[src/rtl/rx_alu_interface.sv]
// rx_alu_interface
//   Collects three bytes from the UART receiver (operand A, operand B,
//   opcode), presents them to an external combinational ALU, captures the
//   ALU result and hands it to the UART transmitter.
//
//   Optional build macro ALU_IF_TIMEOUT_EN: when defined, an inter-byte
//   timeout returns a stalled WAIT_B/WAIT_OP back to WAIT_A after
//   TIMEOUT_CYCLES cycles. When undefined, those states wait indefinitely.
//
// Ports
//   clk           system clock, rising edge
//   reset         asynchronous, active-high reset
//   rx_done_tick  one-cycle pulse, rx_data holds a new byte
//   rx_data       received byte
//   alu_result    combinational ALU output
//   tx_done_tick  one-cycle pulse, transmitter finished a byte
//   alu_a/alu_b   registered operands
//   alu_op        registered opcode (low N_OP bits of the third byte)
//   tx_start      one-cycle transmit request (decoded from state)
//   tx_data       byte to transmit
//   busy          high while a result is being computed or sent
//
// States
//   WAIT_A  | waiting for operand A
//   WAIT_B  | waiting for operand B
//   WAIT_OP | waiting for opcode
//   CALC    | ALU settle cycle, result captured on exit
//   SEND    | tx_start asserted
//   WAIT_TX | waiting for the transmitter to finish
module rx_alu_interface #(
  parameter int N_BITS         = 8,
  parameter int N_OP           = 6,
  parameter int TIMEOUT_CYCLES = 1000000
) (
  input  logic              clk,
  input  logic              reset,
  input  logic              rx_done_tick,
  input  logic [N_BITS-1:0] rx_data,
  input  logic [N_BITS-1:0] alu_result,
  input  logic              tx_done_tick,
  output logic [N_BITS-1:0] alu_a,
  output logic [N_BITS-1:0] alu_b,
  output logic [N_OP-1:0]   alu_op,
  output logic              tx_start,
  output logic [N_BITS-1:0] tx_data,
  output logic              busy
);

  typedef enum logic [2:0] {
    WAIT_A, WAIT_B, WAIT_OP, CALC, SEND, WAIT_TX
  } state_t;

  state_t            state_q, state_d;
  logic [N_BITS-1:0] alu_a_q, alu_a_d;
  logic [N_BITS-1:0] alu_b_q, alu_b_d;
  logic [N_OP-1:0]   alu_op_q, alu_op_d;
  logic [N_BITS-1:0] tx_data_q, tx_data_d;
  logic              timeout_hit;

`ifdef ALU_IF_TIMEOUT_EN
  localparam int CW = (TIMEOUT_CYCLES > 1) ? $clog2(TIMEOUT_CYCLES) : 1;

  logic [CW-1:0] cnt_q, cnt_d;
  logic          in_wait_byte;

  assign in_wait_byte = (state_q == WAIT_B) || (state_q == WAIT_OP);
  assign timeout_hit  = in_wait_byte && (cnt_q == CW'(TIMEOUT_CYCLES - 1));

  // Counter is zero everywhere except while idling between bytes; an
  // accepted byte or an expiry both bring it back to zero.
  always_comb begin
    cnt_d = '0;
    if (in_wait_byte && !rx_done_tick && !timeout_hit) cnt_d = cnt_q + 1'b1;
  end

  always_ff @(posedge clk or posedge reset) begin
    if (reset) cnt_q <= '0;
    else       cnt_q <= cnt_d;
  end
`else
  assign timeout_hit = 1'b0;
  // The timeout length only matters when the timeout is compiled in.
  logic unused_timeout;
  assign unused_timeout = (TIMEOUT_CYCLES != 0);
`endif

  always_comb begin
    state_d   = state_q;
    alu_a_d   = alu_a_q;
    alu_b_d   = alu_b_q;
    alu_op_d  = alu_op_q;
    tx_data_d = tx_data_q;
    case (state_q)
      WAIT_A: begin
        if (rx_done_tick) begin
          alu_a_d = rx_data;
          state_d = WAIT_B;
        end
      end
      WAIT_B: begin
        // A byte arriving on the expiry cycle still counts.
        if (rx_done_tick) begin
          alu_b_d = rx_data;
          state_d = WAIT_OP;
        end else if (timeout_hit) begin
          state_d = WAIT_A;
        end
      end
      WAIT_OP: begin
        if (rx_done_tick) begin
          alu_op_d = rx_data[N_OP-1:0];
          state_d  = CALC;
        end else if (timeout_hit) begin
          state_d = WAIT_A;
        end
      end
      CALC: begin
        tx_data_d = alu_result;
        state_d   = SEND;
      end
      SEND:    state_d = WAIT_TX;
      WAIT_TX: if (tx_done_tick) state_d = WAIT_A;
      default: state_d = WAIT_A;
    endcase
  end

  always_ff @(posedge clk or posedge reset) begin
    if (reset) begin
      state_q   <= WAIT_A;
      alu_a_q   <= '0;
      alu_b_q   <= '0;
      alu_op_q  <= '0;
      tx_data_q <= '0;
    end else begin
      state_q   <= state_d;
      alu_a_q   <= alu_a_d;
      alu_b_q   <= alu_b_d;
      alu_op_q  <= alu_op_d;
      tx_data_q <= tx_data_d;
    end
  end

  assign alu_a    = alu_a_q;
  assign alu_b    = alu_b_q;
  assign alu_op   = alu_op_q;
  assign tx_data  = tx_data_q;
  assign tx_start = (state_q == SEND);
  assign busy     = (state_q == CALC) || (state_q == SEND) || (state_q == WAIT_TX);

endmodule

[config.mk]
export PLATFORM = sky130hd
export DESIGN_NAME = rx_alu_interface
export DESIGN_NICKNAME = d
export VERILOG_FILES = /design/src/rtl/rx_alu_interface.sv
export SDC_FILE = /design/constraint.sdc
export NUM_CORES = 1
export LEC_CHECK = 0
export BUFFER_PORTS_ARGS = -buffer_cell sky130_fd_sc_hd__buf_4
export CAP_MARGIN = 15
export CORE_UTILIZATION = 49
export DETAILED_ROUTE_END_ITERATION = 16
export GPL_ROUTABILITY_DRIVEN = 0
export PLACE_DENSITY = 0.83
export SYNTH_ARGS = -nofsm -noshare
export SYNTH_HDL_FRONTEND = slang
export SYNTH_SLANG_ARGS = --single-unit
[constraint.sdc]
create_clock -name clk -period 5.1 [get_ports clk]
set_clock_uncertainty 0.2 [all_clocks]
set_input_delay 1.02 -clock clk [delete_from_list [all_inputs] [get_ports clk]]
set_output_delay 1.02 -clock clk [all_outputs]
set_load 0.01 [all_outputs]
* Word-level counts from Yosys, hierarchy flattened
Cells that the tools add are included.
Word-level totals: bits in registers 33, input bits 20, logic and storage cells 26
Cells by class: equal/unequal tests 9, muxes and demuxes 5, reduce and logical (&&, ||, !) cells 7
Operators by type and width (number):
- $pmux 3 s6 | 1
- $mux 3 | 4
- $ne 2x2->1 const B | 4
- $eq 3x2->1 const B | 2
- $eq 3x3->1 const B | 2
- $reduce_and 2->1 | 3
- $reduce_and 4->1 | 1
- $eq 3x1->1 const B | 1
- $logic_not 3->1 | 1
- $logic_or 1x1->1 | 2

* Depth between registers and ports, before layout
Gate-level depths: netlist of run 1.
depth in word-level cells 3, depth in mapped cells 4

* Least setup slack after synthesis of run 1
OpenSTA, ideal clock, no wires.
path kind register to output, start register state_q[2], end output port busy, arrival time 0.928 ns, path slack 2.952 ns, cell stages (with the launch flop) 5, path buffers 2, cell sequence dfrtp_1 > buf_2 > nand3b_1 > buf_2 > nand2_1
Between the ends: longest elaborated chain between the ends 3
RTL lines:
- from (decl) | line 53 | state_t state_q, state_d;
- from (signal assigned) | line 135 | state_q <= state_d;
- $eq 3x2->1 or $eq 3x3->1 (tied branches) | line 148 | assign busy = (state_q == CALC) || (state_q == SEND) || (state_q == WAIT_TX);
- $logic_or 1x1->1 | line 148
- $logic_or 1x1->1 * | line 148
- to (decl) | line 46 | output logic busy
Mark *: on every way between the ends. The rest lies on a longest branch, timed or not.

* Worst setup path in the final report of run 1
Same ends and word-level chain as after synthesis.

==> results of run 1 <==
-- cell families after synthesis --
family | Yosys count | share of synthesized area [%]
DFF | 33 | 61.6
muxes | 30 | 25.2
and+or+nand+nor | 14 | 8.96
buffers and inverters | 7 | 3.45
AOI/OAI and AO/OA | 2 | 0.746
-- final timing paths --
| check | cells past startpoint | endpoint | from | slack, ns |
|---|---|---|---|---|
| worst max-delay path | 3 | busy | state_q[2]$_DFFE_PP0P_ | 2.25 |
| worst min-delay path | 1 | tx_data[2]$_DFFE_PP0N_ | tx_data[2]$_DFFE_PP0N_ | 0.32 |
| worst max register to register | 2 | alu_b[2]$_DFFE_PP0P_ | state_q[1]$_DFFE_PP0P_ | 2.98 |
| worst min register to register | 1 | tx_data[2]$_DFFE_PP0N_ | tx_data[2]$_DFFE_PP0N_ | 0.32 |
| max in group asynchronous | 3 | state_q[0]$_DFFE_PP0P_ | reset | 3.84 |
| min in group asynchronous | 3 | alu_b[4]$_DFFE_PP0P_ | reset | 0.56 |
-- through the flow --
| step | std cells | hold slack (ns) | setup WS [ns] | power, mW | cell area (µm²) |
|---|---|---|---|---|---|
| floorplan | 86 | 0.350 | 2.95 | 0.786 | 1340 |
| global placement | 163 | 0.290 | 2.45 | 1.01 | 1740 |
| detailed placement | 163 | 0.295 | 2.37 | 1.03 | 1740 |
| CTS | 170 | 0.318 | 2.24 | 1.18 | 1800 |
| global route | 170 | 0.339 | 2.18 | 1.24 | 1800 |
| finish | 170 | 0.315 | 2.25 | 1.17 | 1800 |
-- Yosys cell counts --
master,instances
and2_1,1
nand2b_1,2
nand2_1,1
o21ai_0,1
dfrtp_1,33
or4_1,1
a21oi_1,1
nor4b_4,1
nor3b_1,3
buf_2,4
buf_6,2
nor4bb_1,2
nor4b_1,1
nand3b_1,2
inv_1,1
mux2_2,30
-- worst register-to-register path, cell delays in order, from the launching register on --
cell	delay [ns]
dfrtp_1	0.51
nor4bb_2	0.89
mux2_2	0.42
-- flip-flops by register name (all words and copies together) (netlist names) --
name and count:
alu_op 6, tx_data 8, alu_a 8, alu_b 8
state_q 3
-- final cells by class --
type	count	area [µm²]	share of cell area, %
Clock buffer	6	51.3	2.85
Clock inverter	1	7.51	0.418
Inverter	1	3.75	0.209
Multi-Input combinational cell	46	474	26.4
Sequential cell	33	826	45.9
Tap cell	30	37.5	2.09
Timing Repair Buffer	53	398	22.1
-- where the power goes --
group / internal (mW) / leakage, nW / switching (mW)
Combinational: 0.324 / 0.423 / 0.201
Clock: 0.0645 / 0.0303 / 0.0879
Sequential: 0.396 / 0.392 / 0.0954
Total: 0.785 / 0.846 / 0.385
-- per-layer routing --
layer	up-vias	share of wire (%)	wire, µm
li1	409	-	-
met1	423	42	1080
met2	26	51	1310
met3	7	5.0	130
met4	0	2.4	63
met5	-	0	0
==> flow_summary.yaml, run 1 <==
floorplan:
  row_count: 18
  start_util_pct: 53.1
  core_mm2: 0.00252
  fp.dieW_um: 54.3
  die_area_mm2: 0.00295
  top_level_ports: 52
  dieHeight_um: 54.3
yosys:
  syn-mean-instance-area_um2: 15.6
  synth-seq-area-share_pct: 61.6
  yosys-top-cells-area: "dfrtp_1, mux2_2, nor4b_4"
  synth_area_mm2: 0.00134
  ys.warnings.count: 0
  syn-num-nets: 106
  synth_top_cell_area_share_pct: 61.6
  netlist_instances: 86
  yosys.area.top_type: "dfrtp_1"
  synth-seq-cells: 33
  yosysUniqueCellTypes: 16
power_and_ir_drop:
  vdd_drop_max_uv: 416
  power_density_mw_per_mm2: 650
  p_leak_nw: 0.846
cells_and_area:
  layout_common_cells: "buf_4, dfrtp_1, mux2_2"
  n_antenna_cell: 0
  area_growth_pct: 34.2
  final_common_cell: "buf_4"
  num-fill-cells: 195
  fin_nets: 160
  layout-drive-gt1-share_pct: 65.7
  fin_util_pct: 71.3
global_route:
  antenna_found_initial: 0
  grt_pass1_vias: 823
  grt.overflow.total: 0
  grt_max_degree: 34
  use_met1_pct: 23.0
  grt.total_usage_pct: 19.7
  grtUsageMet3_pct: 5.83
  busiest_layer: "met2"
  met2_usage_pct: 31.3
  grt_pass1_wl_um: 3820
critical_path:
  arrival_ns: 1.63
  cp_num_buf_inv: 1
  cp-end-kind: "output port"
  cp_max_fo: 10
  crit_required_ns: 3.88
  crit_slowest_cell: "dfrtp_1"
  worstSetupPathType: "reg2out"
  cp_slowest_stage_delay_ns: 0.51
  path_cells: "nand3b_1 > nand2_1 > buf_4"
  path_delay_family: "simple AND/OR/NAND/NOR gates"
  worstSetupStartpointType: "flop"
timing:
  maxSlewHeadroom_pct: 35.3
  maxSlewViolCount: 0
  min_period_over_period_pct: 55.8
  setup_tns_ns: 0
  period_minus_slack_ns: 2.85
  rsz0062_at_grt: "no"
  fmax_ghz: 0.351
  tightest_slew_ns: 0.957
  hold_violations: 0
  setup_violations: 0
placement:
  dp_hpwl_um: 1840
  io_buffers: 51
clocking:
  cts_max_path_buffers: 2
  tritoncts: "built"
  ctsResizeCount: 0
  cts_made_buffers: 5
  postCtsHoldBufs: 0
  path_clk_slew_ns: 0.10
  cts_root_buf: "clkbuf_4"
  cts_sinks: 33
  clock_latency_ns: 0.32
  h-tree-depth: 2
  cts_setup_buffers: 0
detailed_routing:
  first_iter_violations: 3
  viasPerCell: 5.09
  postRouteAntennaNets: 0
  wl_um: 2580
  drc: 0
  wl_per_cell_um: 15.2
  drtPass1Iterations: 2
  routed-via-count: 865
status:
  outcome: "finished, final reports clean"
hold_path:
  holdCritPathClass: "reg2reg"
job:
  drv_cap: 0
No activity file was read; power rests on OpenSTA's default activity.
==> inputs of run 2 (changes only) <==
ABC_AREA = 1   (was default)
CORE_UTILIZATION = 48   (was 49)
PLACE_DENSITY = 0.81   (was 0.83)
clock period = 2.7 ns   (was 5.1 ns; I/O delays follow)
==> run 2 against run 1 <==
Synthesized area is 3.3% higher. Die area is 5.2% higher. Sequential cell count stayed put. Sequential share of layout area is 0.69 points lower. Core utilization is 4.5 points lower. Cell count is 37% higher. First-iteration DRC count grew to 12 times the previous value. Critical path depth is 3 higher. Sequential power is 83% higher. Non-clock buffer count is 1 lower. Routed wire length is 11% higher. Critical path type unchanged. Largest cell class unchanged.
==> flow_summary.yaml, run 2 <==
critical_path:
  crit_required_ns: 1.96
  r2r_end: "alu_b[2]$_DFFE_PP0P_"
  r2r_start: "state_q[0]$_DFFE_PP0P_"
  worstSetupPathType: "reg2out"
  cp-end-kind: "output port"
  reg2reg_depth: 3
  arrival_ns: 1.61
  worstSetupStartpointType: "flop"
  r2r_slack_ns: 1.05
  cp_max_fo: 18
detailed_routing:
  wl_um: 2850
  routed-via-count: 1161
  drc: 0
  drtPass1Iterations: 4
  first_iter_violations: 35
  viasPerCell: 4.98
  postRouteAntennaNets: 0
  wl_per_cell_um: 12.2
power_and_ir_drop:
  p_clk_share_pct: 12.9
  p_seq_share_pct: 42.8
  switching_power_uw: 809
  vdd_drop_max_uv: 797
  swShare_pct: 38.5
  power_density_mw_per_mm2: 1150
  power.internal_mw: 1.29
  p_comb_share_pct: 44.3
  p_leak_nw: 1.00
job:
  drv_cap: 0
yosys:
  syn-mean-instance-area_um2: 9.35
  yosysUniqueCellTypes: 18
  ys.warnings.count: 0
  synth-seq-cells: 33
  syn-num-nets: 168
  async_flop_share_pct: 100
  yosys-top-cells-area: "dfrtp_1, nand2_1, nand3_1"
  synth_area_mm2: 0.00138
  netlist_instances: 148
  synth_edf_count: 0
  synth-seq-area-share_pct: 59.7
  yosys.area.top_type: "dfrtp_1"
  synthTopCellsByCount: "nand2_1, dfrtp_1, inv_1, nand3_1, o21ai_0"
  synth_top_flop_cell: "dfrtp_1"
  synth.most_common_cell: "nand2_1"
  synth_top_cell_area_share_pct: 59.7
clocking:
  postCtsHoldBufs: 0
  cts_max_path_buffers: 2
  ctsResizeCount: 0
  path_clk_slew_ns: 0.09
  clock_latency_ns: 0.32
  tritoncts: "built"
  cts_root_buf: "clkbuf_4"
  cts_made_buffers: 5
  cts_setup_buffers: 0
  h-tree-depth: 2
  cts_sinks: 33
timing:
  setup_violations: 0
  min_period_over_period_pct: 86.9
  period_minus_slack_ns: 2.35
  rsz0062_at_grt: "no"
  maxSlewHeadroom_pct: 64.1
  fmax_ghz: 0.426
  setup_tns_ns: 0
  tightest_slew_ns: 0.539
  hold_violations: 0
  maxSlewViolCount: 0
  worst_slack_ns: 0.353
cells_and_area:
  layout_common_cells: "buf_4, nand2_1, dfrtp_1"
  final_cells: 233
  num-fill-cells: 231
  fin_nets: 222
  multi_input_comb_area_um2: 459
  stdcell_area_mm2: 0.00183
  n_antenna_cell: 0
  area_growth_pct: 31.9
  regArea_um2: 826
  final_common_cell: "buf_4"
  fin_util_pct: 66.8
  layout-drive-gt1-share_pct: 35.6
floorplan:
  die_area_mm2: 0.00310
  top_level_ports: 52
  row_count: 19
  fp.dieW_um: 55.7
  core_mm2: 0.00273
  dieHeight_um: 55.7
  start_util_pct: 50.6
global_route:
  grt_pass1_vias: 1172
  grt_max_degree: 34
  grt.overflow.total: 0
  antenna_found_initial: 0
  grt_pass1_wl_um: 4960
  grt.total_usage_pct: 20.8
placement:
  io_buffers: 51
  dp_hpwl_um: 2120
  placed_area_mm2: 0.00177
  pre_cts_ws_ns: 0.719
  dp.cells: 226
hold_path:
  holdCritPathClass: "in2async"
status:
  outcome: "finished, final reports clean"
run 2: cells by family (layout without fill, tap and decap cells):
logic type      count (synthesis)  in the layout  synth area share, %
flops                          33             33                 59.7
buf+inv                        20             74                 7.14
simple gates                   71             71                 22.6
compound gates                 24             24                 10.6
run 2: stage by stage:
| stage | hold WS [ns] | power, mW |
|---|---|---|
| after floorplan | 0.309 | 1.41 |
| after global placement | 0.258 | 1.81 |
| after detailed placement | 0.262 | 1.85 |
| after CTS | 0.0922 | 2.13 |
| after global routing | 0.117 | 2.27 |
| final | 0.0918 | 2.10 |
run 2: worst max path at each step:
stage | slack (ns) | start | cells after the start | to
3_3_place_gp | 0.79 | state_q[0]$_DFFE_PP0P_ | 6 | busy
2_1_floorplan | 0.95 | state_q[1]$_DFFE_PP0P_ | 6 | busy
3_5_place_dp | 0.72 | state_q[0]$_DFFE_PP0P_ | 6 | busy
4_1_cts | 0.35 | state_q[0]$_DFFE_PP0P_ | 6 | busy
5_1_grt | 0.15 | state_q[0]$_DFFE_PP0P_ | 6 | busy
6_report | 0.35 | state_q[0]$_DFFE_PP0P_ | 6 | busy
run 2: layer usage:
metal / vias up / global-route usage, % / share of wire [%]
li1: 581 / - / -
met1: 527 / 24.0 / 41
met2: 47 / 35.1 / 49
met3: 6 / 8.84 / 8.9
met4: 0 / 6.07 / 1.3
met5: - / 0 / 0
run 2: layout make-up:
type                            count  share of cell area [%]
Clock buffer                        7                    3.02
Inverter                           15                    3.08
Multi-Input combinational cell     95                    25.2
Sequential cell                    33                    45.2
Tap cell                           31                    2.12
Timing Repair Buffer               52                    21.4
run 2: worst max-delay path, stage by stage (launching register included):
cell	delay (ns)
dfrtp_1	0.69
inv_1	0.16
nand2_1	0.13
o21ai_2	0.05
inv_1	0.08
nand2_1	0.05
buf_4	0.13
run 2: power by group through the flow:
stage	registers, mW	clock network (mW)	logic (mW)
after floorplan	0.955	0	0.455
after global placement	0.898	0	0.913
after detailed placement	0.903	0	0.946
after CTS	0.900	0.283	0.944
after global routing	0.930	0.299	1.04
final	0.900	0.270	0.931
